===== src/rtl/pc_seq_pkg.sv =====
// Shared types and constants for the RISC-V program-counter sequencer.
package pc_seq_pkg;

  typedef enum logic [1:0] {
    IDLE  = 2'd0,
    FETCH = 2'd1,
    EXEC  = 2'd2,
    HALT  = 2'd3
  } state_t;

  localparam logic [31:0] PC_INC               = 32'd4;
  localparam logic [31:0] DEFAULT_RESET_VECTOR = 32'h0000_0000;

endpackage


===== src/rtl/pc_sequencer_if.sv =====
// Instruction-memory port plus the execute-datapath handshake of the sequencer.
interface pc_sequencer_if;
  logic        IMemReq;
  logic [31:0] IMemAddr;
  logic        IMemAck;
  logic [31:0] IMemRData;
  logic [31:0] Instr;
  logic        InstrValid;
  logic        Stall;
  logic        Branch;
  logic [31:0] BranchTarget;
  logic        Halt;

  // master = sequencer, slave = memory/datapath side
  modport master (
    output IMemReq, IMemAddr, Instr, InstrValid,
    input  IMemAck, IMemRData, Stall, Branch, BranchTarget, Halt
  );
  modport slave (
    input  IMemReq, IMemAddr, Instr, InstrValid,
    output IMemAck, IMemRData, Stall, Branch, BranchTarget, Halt
  );
endinterface


===== src/rtl/fetch_timeout_counter.sv =====
// Counts consecutive un-acked fetch cycles; expired flags the TIMEOUT-th one.
module fetch_timeout_counter #(
  parameter int TIMEOUT = 15
) (
  input  logic clk,
  input  logic rst,
  input  logic enable,
  input  logic clear,
  output logic expired
);
  localparam int W = (TIMEOUT < 1) ? 1 : $clog2(TIMEOUT + 1);
  localparam logic [W-1:0] MAX  = W'(TIMEOUT);
  localparam logic [W-1:0] LAST = W'(TIMEOUT - 1);

  logic [W-1:0] cnt;

  always_ff @(posedge clk) begin
    if (rst || clear)
      cnt <= '0;
    else if (enable && cnt != MAX)
      cnt <= cnt + 1'b1;
  end

  // Combinational so the FSM can leave FETCH on the same edge the count hits TIMEOUT.
  assign expired = (TIMEOUT != 0) && enable && (cnt == LAST);
endmodule


===== src/rtl/pc_sequencer.sv =====
// Owns the PC and sequences fetch / execute / redirect / halt against a req-ack memory.
module pc_sequencer
  import pc_seq_pkg::*;
#(
  parameter logic [31:0] RESET_VECTOR = DEFAULT_RESET_VECTOR,
  parameter int          TIMEOUT      = 15
) (
  input  logic        CLK,
  input  logic        RST,
  input  logic        Start,
  pc_sequencer_if.master bus,
  output logic [31:0] PC,
  output logic [31:0] PCPlus4,
  output logic [31:0] InstrCount,
  output logic        Misaligned,
  output logic        FetchErr,
  output logic        Halted
);
  state_t      state;
  logic [31:0] pc_q, instr_q, count_q;
  logic        req_q, valid_q, mis_q, err_q, halted_q;
  logic        to_en, to_clr, to_expired;

  assign to_en  = (state == FETCH) && !bus.IMemAck;
  assign to_clr = (state != FETCH) || bus.IMemAck;

  fetch_timeout_counter #(.TIMEOUT(TIMEOUT)) u_timeout (
    .clk     (CLK),
    .rst     (RST),
    .enable  (to_en),
    .clear   (to_clr),
    .expired (to_expired)
  );

  // Outputs are registered alongside the state so they are glitch-free.
  always_ff @(posedge CLK) begin
    if (RST) begin
      state    <= IDLE;
      pc_q     <= RESET_VECTOR;
      instr_q  <= '0;
      count_q  <= '0;
      req_q    <= 1'b0;
      valid_q  <= 1'b0;
      mis_q    <= 1'b0;
      err_q    <= 1'b0;
      halted_q <= 1'b0;
    end else begin
      case (state)
        IDLE: begin
          if (Start) begin
            state <= FETCH;
            req_q <= 1'b1;
          end
        end
        FETCH: begin
          if (bus.IMemAck) begin
            instr_q <= bus.IMemRData;
            state   <= EXEC;
            req_q   <= 1'b0;
            valid_q <= 1'b1;
          end else if (to_expired) begin
            err_q    <= 1'b1;
            state    <= HALT;
            req_q    <= 1'b0;
            halted_q <= 1'b1;
          end
        end
        EXEC: begin
          if (bus.Halt) begin
            state    <= HALT;
            valid_q  <= 1'b0;
            halted_q <= 1'b1;
          end else if (bus.Stall) begin
            state <= EXEC;
          end else if (bus.Branch && bus.BranchTarget[1:0] != 2'b00) begin
            mis_q    <= 1'b1;
            state    <= HALT;
            valid_q  <= 1'b0;
            halted_q <= 1'b1;
          end else begin
            pc_q    <= bus.Branch ? bus.BranchTarget : pc_q + PC_INC;
            count_q <= count_q + 32'd1;
            state   <= FETCH;
            valid_q <= 1'b0;
            req_q   <= 1'b1;
          end
        end
        HALT: state <= HALT;
        default: state <= IDLE;
      endcase
    end
  end

  assign bus.IMemReq    = req_q;
  assign bus.IMemAddr   = pc_q;
  assign bus.Instr      = instr_q;
  assign bus.InstrValid = valid_q;
  assign PC             = pc_q;
  assign PCPlus4        = pc_q + PC_INC;
  assign InstrCount     = count_q;
  assign Misaligned     = mis_q;
  assign FetchErr       = err_q;
  assign Halted         = halted_q;
endmodule


===== src/flat_wrapper.sv =====
// flat-port wrapper written by rule: the top's interface ports become plain ports
module pc_sequencer_flat import pc_seq_pkg::*;
#(
  parameter logic [31:0] RESET_VECTOR = DEFAULT_RESET_VECTOR,
  parameter int          TIMEOUT      = 15
)
  (CLK, RST, Start, PC, PCPlus4, InstrCount, Misaligned, FetchErr, Halted, bus_IMemReq, bus_IMemAddr, bus_Instr, bus_InstrValid, bus_IMemAck, bus_IMemRData, bus_Stall, bus_Branch, bus_BranchTarget, bus_Halt);
  pc_sequencer_if bus_i ();
  input  logic CLK;
  input  logic RST;
  input  logic Start;
  output logic [31:0] PC;
  output logic [31:0] PCPlus4;
  output logic [31:0] InstrCount;
  output logic Misaligned;
  output logic FetchErr;
  output logic Halted;
  output wire logic [$bits(bus_i.IMemReq)-1:0] bus_IMemReq;
  output wire logic [$bits(bus_i.IMemAddr)-1:0] bus_IMemAddr;
  output wire logic [$bits(bus_i.Instr)-1:0] bus_Instr;
  output wire logic [$bits(bus_i.InstrValid)-1:0] bus_InstrValid;
  input wire logic [$bits(bus_i.IMemAck)-1:0] bus_IMemAck;
  input wire logic [$bits(bus_i.IMemRData)-1:0] bus_IMemRData;
  input wire logic [$bits(bus_i.Stall)-1:0] bus_Stall;
  input wire logic [$bits(bus_i.Branch)-1:0] bus_Branch;
  input wire logic [$bits(bus_i.BranchTarget)-1:0] bus_BranchTarget;
  input wire logic [$bits(bus_i.Halt)-1:0] bus_Halt;
  assign bus_IMemReq = bus_i.IMemReq;
  assign bus_IMemAddr = bus_i.IMemAddr;
  assign bus_Instr = bus_i.Instr;
  assign bus_InstrValid = bus_i.InstrValid;
  assign bus_i.IMemAck = bus_IMemAck;
  assign bus_i.IMemRData = bus_IMemRData;
  assign bus_i.Stall = bus_Stall;
  assign bus_i.Branch = bus_Branch;
  assign bus_i.BranchTarget = bus_BranchTarget;
  assign bus_i.Halt = bus_Halt;
  pc_sequencer #(.RESET_VECTOR(RESET_VECTOR), .TIMEOUT(TIMEOUT)) u_core (.CLK(CLK), .RST(RST), .Start(Start), .bus(bus_i), .PC(PC), .PCPlus4(PCPlus4), .InstrCount(InstrCount), .Misaligned(Misaligned), .FetchErr(FetchErr), .Halted(Halted));
endmodule

===== config.mk =====
export PLATFORM = sky130hd
export DESIGN_NAME = pc_sequencer_flat
export DESIGN_NICKNAME = d
export VERILOG_FILES = /design/src/rtl/pc_seq_pkg.sv /design/src/rtl/pc_sequencer_if.sv /design/src/rtl/fetch_timeout_counter.sv /design/src/rtl/pc_sequencer.sv /design/src/flat_wrapper.sv
export SDC_FILE = /design/constraint.sdc
export NUM_CORES = 1
export LEC_CHECK = 0
export ABC_CLOCK_PERIOD_IN_PS = 6600
export CORE_ASPECT_RATIO = 1.5
export CORE_MARGIN = 4
export CORE_UTILIZATION = 55
export DETAILED_ROUTE_END_ITERATION = 8
export DONT_BUFFER_PORTS = 1
export PLACE_DENSITY = 0.72
export SLEW_MARGIN = 20
export SYNTH_ARGS = -nofsm -noshare
export SYNTH_HDL_FRONTEND = slang
export SYNTH_SLANG_ARGS = --single-unit

===== constraint.sdc =====
create_clock -name CLK -period 6.6 [get_ports CLK]
set_input_delay 0.66 -clock CLK [delete_from_list [all_inputs] [get_ports CLK]]
set_output_delay 0.66 -clock CLK [all_outputs]
set_load 0.02 [all_outputs]

==> run metrics <==
pin count of the biggest net entering global routing 104; crit start category flip-flop; clock power share 0.359; min Tclk post-route 3.978 ns; #FFs+latches synth 107; P&R area growth vs syn 0.7853%; H-tree depth 3; # diodes 0; prevailing post-synth register cell dfxtp_1; vias in the first global route 4861; Final Total Pwr 1.540 mW; count of nets after finishing 750; initial antenna violation count 0; switching power 476.6 uW; syn nets 817; num ports 236; Critical Path AT 3.32 ns; sequential cell area fraction in the yosys report 0.3734; Power per Cell Area 266.3 nW/um^2; peak fanout along the critical path 9; Ys Warns 0; Req. time, crit path 5.94 ns; CTS Buf Count 9; post-route ant nets 0; drt first pass iters 5; sw frac 0.3096; GR met1 Demand/Resource 0.2541; setup_tns 0 ns; Max rail drop VDD 0.1891 mV; Std-Cell Rows 45; CTS tree done; P_int 1.063 mW; post-layout util 0.5705; Slew Limit Fails 0; met2 GRT Util 0.4164; Final Hold Vio Count 0; status finished, final reports clean; Die Y 133.1 um; die width 91.39 um; global-route wire length before repair 23920 um; Fin Hold WS 0.3914 ns; global routing's busiest layer met2; async set or reset register ratio after synthesis 0; Root Buffer clkbuf_16; Worst Tran Pin Value 1.113 ns; Post-Route WL 15290 um; non-filler cells, final 790; post_cts resized 0; RSZ-0062 raised after global routing no; Setup CP Type flip-flop to output port; Initial Utilization 0.5660; IO Port Bufs 0; Final GP Congestion 0.8458; DP Cell Count 774; hpwl dp 10940 um; Yosys cell types 56; Mapped Area 5737 um^2; number of hold buffers added after CTS 0; HP Class input pin to flip-flop; post-CTS setup buffer count 0; worst-skew pair later-pin latency 0.34 ns; clock buffer depth 2; CORE AREA 10130 um^2; combinational share of power 0.129; drt wl/cell 19.36 um; leakage 2.038 nW; overall global routing resource usage 0.2369; syn_area_per_cell 7.805 um^2; share of cells above drive strength 1 0.04309; via count 5003; initial drt markers 169; Clock transition at path regs 0.07 ns; Setup Skew 0.006454 ns; routed vias/inst 6.333; CP endpoint kind output port; Post-synth EDFFs 0; Slew Limit Headroom 0.2509; Sequential Power Share 0.512; fillcell total 924; Setup-failing EPs final 0; Global Route met3 Usage 0.07452; fin crit share 0.6027; DRC 0; MaxCap Viol Count 0; grt ovf 0; DIE AREA 12160 um^2; clk sinks 107; FMAX 251.4 MHz; Mapped Cells 735
path summary, 6_finish.rpt:
path | slack, ns | endpoint | startpoint | cells past startpoint
max | 2.62 | PCPlus4[29] | u_core.PC[18] | 4
min reg2reg | 0.54 | u_core.u_timeout.cnt[3] | u_core.u_timeout.cnt[3] | 2
max reg2reg | 3.53 | u_core.InstrCount[31] | u_core.state[0] | 7
min | 0.39 | u_core.InstrCount[8] | RST | 1
final cells by class:
type	instances	area [um^2]	share of cell area
multi-input cells	530	3105	0.5371
flip-flops and latches	107	2142	0.3705
clock buffers	9	225.2	0.03895
well taps	117	146.4	0.02532
clock inverters	7	83.83	0.01450
inverters	19	71.32	0.01233
repair buffers	1	7.507	0.001298
power groups by stage:
stage | Sequential, mW | Combinational [mW] | Clock [mW]
after floorplan | 0.780 | 0.187 | 0
after global placement | 0.802 | 0.186 | 0
after detailed placement | 0.803 | 0.198 | 0
after CTS | 0.789 | 0.198 | 0.566
after global routing | 0.795 | 0.227 | 0.592
final | 0.788 | 0.198 | 0.553
cell usage after synthesis (2+ instances only):
library cell | number | area share
xnor2_1 | 24 | 0.037
mux2i_1 | 5 | 0.0087
a31oi_1 | 6 | 0.0065
o41ai_1 | 2 | 0.0031
xor2_1 | 33 | 0.050
or4_1 | 2 | 0.0026
clkbuf_1 | 30 | 0.020
a21oi_1 | 57 | 0.050
nand3_1 | 37 | 0.032
nor2b_1 | 5 | 0.0055
o31ai_1 | 4 | 0.0052
nor2_1 | 76 | 0.050
o211ai_1 | 3 | 0.0039
o22ai_1 | 6 | 0.0065
nor4_1 | 11 | 0.012
nand2_1 | 117 | 0.077
a22oi_1 | 8 | 0.010
o311ai_0 | 3 | 0.0046
o32ai_1 | 3 | 0.0046
ha_1 | 11 | 0.024
o21a_1 | 4 | 0.0052
or3_1 | 5 | 0.0055
o31a_1 | 2 | 0.0031
nor3_1 | 7 | 0.0061
o21ai_0 | 20 | 0.017
buf_1 | 7 | 0.0046
buf_2 | 7 | 0.0061
a211oi_1 | 3 | 0.0039
inv_1 | 18 | 0.012
buf_4 | 34 | 0.044
and4_1 | 8 | 0.012
and3_1 | 16 | 0.017
a22o_1 | 4 | 0.0061
a21o_1 | 2 | 0.0026
nor4_4 | 2 | 0.0074
mux2_2 | 2 | 0.0039
nand2b_1 | 3 | 0.0033
dfxtp_1 | 107 | 0.37
and2_1 | 4 | 0.0044
nand4_1 | 21 | 0.023
through the flow:
stage,area [um^2],setup slack (ns)
2_1_floorplan,5737,3.813
3_3_place_gp,5468,3.074
3_5_place_dp,5468,3.053
4_1_cts,5777,2.681
5_1_grt,5782,2.483
6_report,5782,2.622
registers in the layout (all words and copies together) (netlist names):
signal                 count
u_core.FetchErr            1
u_core.Halted              1
u_core.InstrCount         32
u_core.Misaligned          1
u_core.PC                 32
u_core.bus.IMemReq         1
u_core.bus.Instr          32
u_core.bus.InstrValid      1
u_core.state               2
u_core.u_timeout.cnt       4
cells by family after synthesis:
logic type,synth area share
buf+inv,0.08811
flops,0.3734
xor+xnor,0.08702
compound gates,0.1413
mux,0.01265
simple gates,0.2735
fa+ha+maj,0.02399
layer usage:
metal / routed length (um) / vias to the layer above
li1: - / 2370
met1: 5503 / 2343
met2: 7921 / 245
met3: 1297 / 45
met4: 571 / 0
met5: 0 / -
critical path, cell delays in order, from the launching register on:
cell	delay [ns]
dfxtp_1	0.76
nand4_1	0.33
nor4_1	0.98
nand4_1	0.36
xnor2_1	0.54
layout by cell type, fill, tap and decap left out, drive strengths merged, types with 3 or more instances in the layout:
master and count:
o311ai 3, o32ai 3, ha 11, a31oi 6, nor4 13, mux2i 5, and3 17, nor2b 5
o22ai 6, xor2 33, o21ai 20, dfxtp 107, clkinv 4, and2 5, nor2 76, nand4 22
o211ai 3, o31ai 4, nand2 118, and4 8, or3 5, inv 20, o21a 4, a22oi 8
nor3 7, xnor2 24, a22o 4, nand3 38, clkbuf 9, a211oi 3, a21oi 57, nand2b 3
Power figures use the tool's default switching activity.
